$ cat config.mk
export PLATFORM = sky130hd
export DESIGN_NAME = branch_resolve_ctrl
export DESIGN_NICKNAME = d
export VERILOG_FILES = /design/src/rtl/branch_resolve_ctrl.sv
export SDC_FILE = /design/constraint.sdc
export NUM_CORES = 1
export LEC_CHECK = 0
export BUFFER_PORTS_ARGS = -buffer_cell sky130_fd_sc_hd__buf_2
export CORE_ASPECT_RATIO = 1.1
export CORE_MARGIN = 2
export CORE_UTILIZATION = 50
export DETAILED_ROUTE_END_ITERATION = 8
export PLACE_DENSITY = 0.74
export SYNTH_ARGS = -nofsm -noshare
export SYNTH_HDL_FRONTEND = slang
export SYNTH_SLANG_ARGS = --single-unit
export TNS_END_PERCENT = 50
$ cat constraint.sdc
create_clock -name CLK -period 7.1 [get_ports CLK]
set_clock_uncertainty 0.2 [all_clocks]
set_input_delay 1.42 -clock CLK [delete_from_list [all_inputs] [get_ports CLK]]
set_output_delay 1.42 -clock CLK [all_outputs]
set_load 0.01 [all_outputs]
$ cat src/rtl/branch_resolve_ctrl.sv
// Branch resolution controller: tracks fetch-time predictions in order, updates the predictor and flushes on a mispredict.
// Latency: predictor update, flush and redirect are registered one cycle after res_valid; stall_fetch is combinational from count.
// Backpressure: stall_fetch holds fetch while the queue is full. An optional statistics block is built when BRANCH_RESOLVE_STATS_EN is defined.
module branch_resolve_ctrl #(
   parameter int DEPTH        = 4,
   parameter int FLUSH_CYCLES = 2,
   parameter int IDX_W        = 3
) (
   input  logic             CLK,
   input  logic             RST,
   input  logic             PC_en,
   input  logic             fetch_br,
   input  logic [IDX_W-1:0] fetch_index,
   input  logic             fetch_predict,
   input  logic [31:0]      fetch_target,
   input  logic             res_valid,
   input  logic             res_taken,
   input  logic [31:0]      res_target,
   input  logic [31:0]      res_npc,
   output logic             br,
   output logic [IDX_W-1:0] index_update,
   output logic             br_taken,
   output logic [31:0]      br_target_I,
   output logic             flush,
   output logic [31:0]      redirect_pc,
   output logic             stall_fetch,
   output logic             err,
   output logic [15:0]      stat_resolved,
   output logic [15:0]      stat_mispredict
);

   localparam int PW = $clog2(DEPTH);
   localparam int CW = PW + 1;
   localparam int FW = 3;

   typedef struct packed {
      logic [IDX_W-1:0] index;
      logic             predict;
      logic [31:0]      target;
   } entry_t;

   typedef enum logic [0:0] {ST_RUN, ST_FLUSH} state_t;

   state_t          state;
   state_t          state_nxt;
   entry_t          mem [DEPTH];
   logic [PW-1:0]   head;
   logic [PW-1:0]   tail;
   logic [CW-1:0]   count;
   logic [FW-1:0]   fcnt;

   entry_t          head_e;
   logic            in_run;
   logic            full;
   logic            push_req;
   logic            pop;
   logic            mispredict;
   logic            push;
   logic            overflow;
   logic            empty_res;

   assign head_e      = mem[head];
   assign in_run      = (state == ST_RUN);
   assign full        = (count == CW'(DEPTH));
   assign stall_fetch = full;
   assign flush       = (state == ST_FLUSH);
   assign push_req    = PC_en & fetch_br;

   // Resolutions are only accepted in RUN and only against a recorded prediction.
   assign pop        = in_run & res_valid & (count != '0);
   assign empty_res  = in_run & res_valid & (count == '0);
   assign mispredict = pop & ((head_e.predict != res_taken) |
                              (res_taken & head_e.predict & (head_e.target != res_target)));
   // A push on the same cycle as a mispredict is on the wrong path and is dropped.
   // A pop frees a slot, so push-with-pop is legal even when full.
   assign push       = in_run & push_req & ~mispredict & (~full | pop);
   assign overflow   = in_run & push_req & ~mispredict & full & ~pop;

   // State register.
   always_ff @(posedge CLK or posedge RST) begin
      if (RST) state <= ST_RUN;
      else     state <= state_nxt;
   end

   // Next state: enter FLUSH on a mispredict, leave once the hold counter is exhausted.
   always_comb begin
      state_nxt = state;
      case (state)
         ST_RUN:   if (mispredict)   state_nxt = ST_FLUSH;
         ST_FLUSH: if (fcnt == '0)   state_nxt = ST_RUN;
         default:                    state_nxt = ST_RUN;
      endcase
   end

   // Flush hold counter: loaded on mispredict, counts down while flushing.
   always_ff @(posedge CLK or posedge RST) begin
      if (RST)                                fcnt <= '0;
      else if (mispredict)                    fcnt <= FW'(FLUSH_CYCLES - 1);
      else if (state == ST_FLUSH && fcnt != '0) fcnt <= fcnt - 1'b1;
   end

   // Queue pointers and occupancy; a mispredict discards every younger entry.
   always_ff @(posedge CLK or posedge RST) begin
      if (RST) begin
         head  <= '0;
         tail  <= '0;
         count <= '0;
      end else if (mispredict) begin
         head  <= '0;
         tail  <= '0;
         count <= '0;
      end else begin
         if (push) tail <= tail + 1'b1;
         if (pop)  head <= head + 1'b1;
         case ({push, pop})
            2'b10:   count <= count + 1'b1;
            2'b01:   count <= count - 1'b1;
            default: count <= count;
         endcase
      end
   end

   // Entry storage; contents are only meaningful between head and tail, so no reset.
   always_ff @(posedge CLK) begin
      if (push) mem[tail] <= '{index: fetch_index, predict: fetch_predict, target: fetch_target};
   end

   // Predictor update port: one-cycle strobe per resolution, fields held afterwards.
   always_ff @(posedge CLK or posedge RST) begin
      if (RST) begin
         br           <= 1'b0;
         index_update <= '0;
         br_taken     <= 1'b0;
         br_target_I  <= '0;
      end else begin
         br <= pop;
         if (pop) begin
            index_update <= head_e.index;
            br_taken     <= res_taken;
            br_target_I  <= res_target;
         end
      end
   end

   // Redirect PC captured at the mispredict and held through FLUSH.
   always_ff @(posedge CLK or posedge RST) begin
      if (RST)             redirect_pc <= '0;
      else if (mispredict) redirect_pc <= res_taken ? res_target : res_npc;
   end

   // Sticky protocol error: overflow push or resolution with nothing outstanding.
   always_ff @(posedge CLK or posedge RST) begin
      if (RST)                        err <= 1'b0;
      else if (overflow | empty_res)  err <= 1'b1;
   end

`ifdef BRANCH_RESOLVE_STATS_EN
   // Saturating resolution and mispredict counters.
   always_ff @(posedge CLK or posedge RST) begin
      if (RST) begin
         stat_resolved   <= '0;
         stat_mispredict <= '0;
      end else begin
         if (pop && stat_resolved != 16'hFFFF)          stat_resolved   <= stat_resolved + 1'b1;
         if (mispredict && stat_mispredict != 16'hFFFF) stat_mispredict <= stat_mispredict + 1'b1;
      end
   end
`else
   assign stat_resolved   = '0;
   assign stat_mispredict = '0;
`endif

endmodule
# Yosys cells after proc, flatten, opt, wreduce, memory -nomap -nowiden
# Memory sizes are Yosys's and may differ from the RTL's.
# Cells that the tools add are included.
[op_classes]
add_sub_neg = 5
n_eq_ne = 5
n_mux = 14
bitwise = 19
n_reduce_logical = 9
[op_table]
columns = ["op", "n"]
rows = [
  ["$mux W32", 1],
  ["$ne A32 B32 Y1", 1],
  ["$and A1 B1 Y1", 12],
  ["$mux W3", 3],
  ["$reduce_bool A3 Y1", 3],
  ["$mux W2", 4],
  ["$logic_not A3 Y1", 2],
  ["$pmux W3 S2", 1],
  ["$reduce_bool A2 Y1", 3],
  ["$sub A3 B1 Y3 const B", 2],
  ["$add A2 B1 Y2 const B", 2],
  ["$mux W1", 4],
  ["$not A1 Y1", 4],
  ["$add A3 B1 Y3 const B", 1],
  ["$eq A3 B3 Y1 const B", 1],
  ["$or A1 B1 Y1", 3],
  ["$eq A2 B1 Y1 const B", 1],
  ["$eq A2 B2 Y1 const B", 1],
  ["$pmux W1 S2", 1],
  ["$logic_and A1 B1 Y1", 1],
  ["$ne A1 B1 Y1", 1],
]
[totals]
reg_bits = 81
ramBits = 144
out_inout_bits = 104
word_cells = 64
n_memories = 1
[memory_table]
columns = ["memory", "words", "word_bits", "read_ports", "rd_ports_with_merged_regs", "wr", "line", "source"]
rows = [
  ["mem", 4, 36, 1, 0, 1, "46", "entry_t mem [DEPTH];"],
]

# Logic depth before layout (Yosys ltp)
# An unclocked memory read counts as a cell.
[depth]
word_depth = 11
ltp_mapped = 16
depth_no_buf = 13

# Worst setup path before layout
# No wires, ideal clock.
[synth_timing]
path_type = "input port to flip-flop"
startpoint = "input port res_target[9]"
endpoint = "memory mem[0][0] (netlist bit), enable pin"
setup_ns = 0.397
t_arrival_ns = 3.522
t_required_ns = 6.503
slack_ns = 2.982
stages = 8
n_path_buf = 2
cell_sequence = "xnor2_1 > nand4_1 > nor4_2 > a21boi_2 > o21ai_2 > buf_4 > buf_6 > and3_1"
[synth_between]
elab_chain_cells = 9
[synth_rtl]
columns = ["element", "line", "source"]
rows = [
  ["from (decl)", "18", "input logic [31:0] res_target,"],
  ["$ne A32 B32 Y1", "73", "(res_taken & head_e.predict & (head_e.target != res_target)));"],
  ["$and A1 B1 Y1", "73", ""],
  ["$or A1 B1 Y1", "72", "assign mispredict = pop & ((head_e.predict != res_taken) |"],
  ["$and A1 B1 Y1", "72", ""],
  ["$not A1 Y1", "76", "assign push = in_run & push_req & ~mispredict & (~full | pop);"],
  ["$and A1 B1 Y1 (2 in series)", "76", ""],
  ["$mux W1", "125", "if (push) mem[tail] <= '{index: fetch_index, predict: fetch_predict, target: fetch_target};"],
  ["$mux W1 (not written as such)", "125", ""],
  ["to (decl)", "46", ""],
]
# Every way passes these cells.

# Final worst setup path
[layout_timing]
startpoint = "register head[0]"
endpoint = "memory mem[1][26] (netlist bit), enable pin"
[layout_between]
elab_chain_cells = 10
word_cells_on_any_way = 12
cone_classes = "eq/ne (2); mux (2); bitwise (7); memory (1)"
[layout_rtl]
columns = ["element", "line", "source"]
rows = [
  ["from (decl)", "47", "logic [PW-1:0] head;"],
  ["from (signal assigned)", "114", "if (pop) head <= head + 1'b1;"],
  ["$mem_v2 Z4 W36 *", "n/a", ""],
  ["$ne A32 B32 Y1 or $and A1 B1 Y1 (tied branches)", "73", ""],
  ["$and A1 B1 Y1", "73", ""],
  ["$or A1 B1 Y1 *", "72", ""],
  ["$and A1 B1 Y1 *", "72", ""],
  ["$not A1 Y1 *", "76", ""],
  ["$and A1 B1 Y1 * (2 in series)", "76", ""],
  ["$mux W1 *", "125", ""],
  ["$mux W1 (not written as such) *", "125", ""],
]
# Mark *: on every way between the ends. The rest lies on a longest branch, timed or not.

==> run metrics <==
status=finished clean; fin crit period=5024 ps; CP required=roughly 7000 ps; CP Data Arrival Time=just under 5000 ps; Remaining DRCs=0; Worst slew margin=0.3245; drt total wl=20300 um; crit path launch=head[0]; reg2reg start=head[0]; Post-Layout Inst Area=11360 um^2; Final Net Count=911; largest area contributor in the netlist=edfxtp_1; async set-reset flop share out of synthesis=0.3600; Top FF cell, synth=edfxtp_1; CP Capture Point=mem[1][26]; DP Area=~11000 um^2; reg2reg path depth=8; Num CTS Buffers=23; max-cap violations=0; share of cells above drive strength 1=0.3961; Slew @ Worst Pin=1013 ps; unrepaired setup endpoints after global routing=false; Leak Pwr=0.004605 uW; #FFs+latches synth=225; post-synth top area share=0.4519; final setup violation count=0; vias in the first global route=roughly 5500; kind of critical path=flop to flop; commonest non-fill, non-tap cells in the layout=buf_2 (177), edfxtp_1 (144), nand2_1 (116); clock slew at reported path FFs=60 ps; antenna violations before repair=3; synth warn=0; area grow syn2layout=18.70%; Die ar.=20260 um^2; Synth cell types=39; # hold bufs at CTS=0; Fill cells=1464; Peak VDD IR=0.2019 mV; Final period util=0.7076; Initial Utilization=0.5045; # rows=53; clk sinks=225; Setup crit start kind=flop; total setup buffers inserted after CTS=0; register area share after synthesis=0.6638; total number of vias=5616; Post-synth EDFFs=144; crit-path max FO=36; DR iter-0 viols=288; clk_lat worst skew=roughly 500 ps; DRT Pass-1 Iters=5; HPWL Detailed=13140 um; CTS Root Cell=clkbuf_16; io pins=210; setup TNS=0 ps; Hold WC Path Type=flop to flop; Routed wire per std cell=roughly 19 um; max frequency=between 0.15 and 0.2 GHz; # port buffers=177; GR Util All Layers=0.1991; post-cts resize count=0; # H-tree levels=1; Setup crit end kind=flop; most common cell after layout, fill and taps aside=buf_2; Netlist Area Pre-Place=about 9600 um^2; gpl congestion=0.7712; Power per Cell Area=383.4 nW/um^2; CTS tree=yes; reg2reg end=mem[1][26]; chip height=149.1 um; Remaining Overflow, GRT=0; dominant cells by area after synthesis=edfxtp_1 (45%), dfrtp_1 (21%), mux4_2 (8.5%); Avg Cell Area, Syn=around 15 um^2; Routed Antenna Nets=0; Horiz. Die Dim=~140 um; core footprint=18970 um^2; Mapped Cells=around 620; first-pass GRT wire length=30670 um; Max Slew Vio Count=0; Fin. Hold Viols=0; Bufs on Longest Clock Path=3; largest net degree at the start of global routing=62; DR vias/cell=roughly 5.3; internal reg-to-reg setup slack=between 2000 and 2500 ps
-- critical path, stage by stage (launching register included) --
cell      delay, ps
dfrtp_2         860
buf_4           450
mux4_2          570
xnor2_1         150
nand4_1         190
nor4_2          420
a21boi_2        200
o21ai_4         560
and3_2         1000
-- Yosys cell counts, drive strengths merged (2+ instances only) --
library cell,n
dfrtp,81
and3,6
nand2,116
inv,9
ha,7
mux2,65
a21oi,14
nand3b,2
or4,2
clkbuf,12
nand2b,2
nor3,5
buf,49
or2,2
nand4,8
mux4,36
edfxtp,144
nor4,2
o21ai,7
nor2,5
xnor2,36
-- layout make-up --
class / count / area, um^2 / area share
Antenna cell: 2 / 5.005 / 0.0004407
Clock buffer: 27 / 610.6 / 0.05376
Clock inverter: 14 / 197.7 / 0.01741
Inverter: 9 / 36.28 / 0.003195
Multi-Input combinational cell: 358 / 2937 / 0.2586
Sequential cell: 225 / 6354 / 0.5594
Tap cell: 247 / 309.0 / 0.02721
Timing Repair Buffer: 180 / 908.4 / 0.07998
-- metal layers --
layer,up-vias,global-route usage,wire [um]
met3,44,0.03364,1416
met1,2779,0.2677,8215
li1,2556,-,-
met2,235,0.3381,10180
met5,-,0,16
met4,2,0.05521,473
-- stage by stage --
step | util | hold WS (ps) | setup WS [ps] | total power, uW | cells
after CTS | 0.5986 | 271.6 | 1999 | 4394 | 1060
after global routing | 0.5986 | 290.3 | 1744 | 4584 | 1060
after global placement | 0.5559 | 255.4 | 1948 | 3076 | 1019
after floorplan | - | 309.0 | 2982 | 2701 | 653
after detailed placement | 0.5559 | 256.6 | 1874 | 3111 | 1019
final | 0.5988 | 267.3 | 2076 | 4354 | 1062
-- cells by family after synthesis --
kind of cell | Yosys count | share of synthesized area
AO/OA/AOI/OAI | 29 | 0.01857
XOR/XNOR | 36 | 0.03295
adder cells (fa/ha/maj) | 8 | 0.01125
buffers and inverters | 70 | 0.04302
flip-flops | 225 | 0.6638
multiplexers | 101 | 0.1612
other | 1 | 0.0003919
AND/OR/NAND/NOR | 152 | 0.06879
-- report_power, final --
group          internal [uW]  switching [uW]
combinational            576             637
sequential              1680             180
clock                    795             485
total                   3050            1300
-- flip-flops by register name (all words and copies together), names as in the netlist --
register and cells:
index_update 3, flush 1, br_taken 1, fcnt 3
err 1, head 2, count 3, br_target_I 32
redirect_pc 32, tail 2, mem 144, br 1
-- worst min-delay path by stage --
stage                    start              end  slack [ps]  depth (start not counted)
3_3_place_gp   br_target_I[10]  br_target_I[10]         260                          2
5_1_grt        br_target_I[10]  br_target_I[10]         290                          2
6_report                   err              err         270                          1
2_1_floorplan          fcnt[1]          fcnt[1]         310                          2
4_1_cts         br_target_I[5]   br_target_I[5]         270                          2
3_5_place_dp    br_target_I[5]   br_target_I[5]         260                          2
No activity file was read; power rests on OpenSTA's default activity.
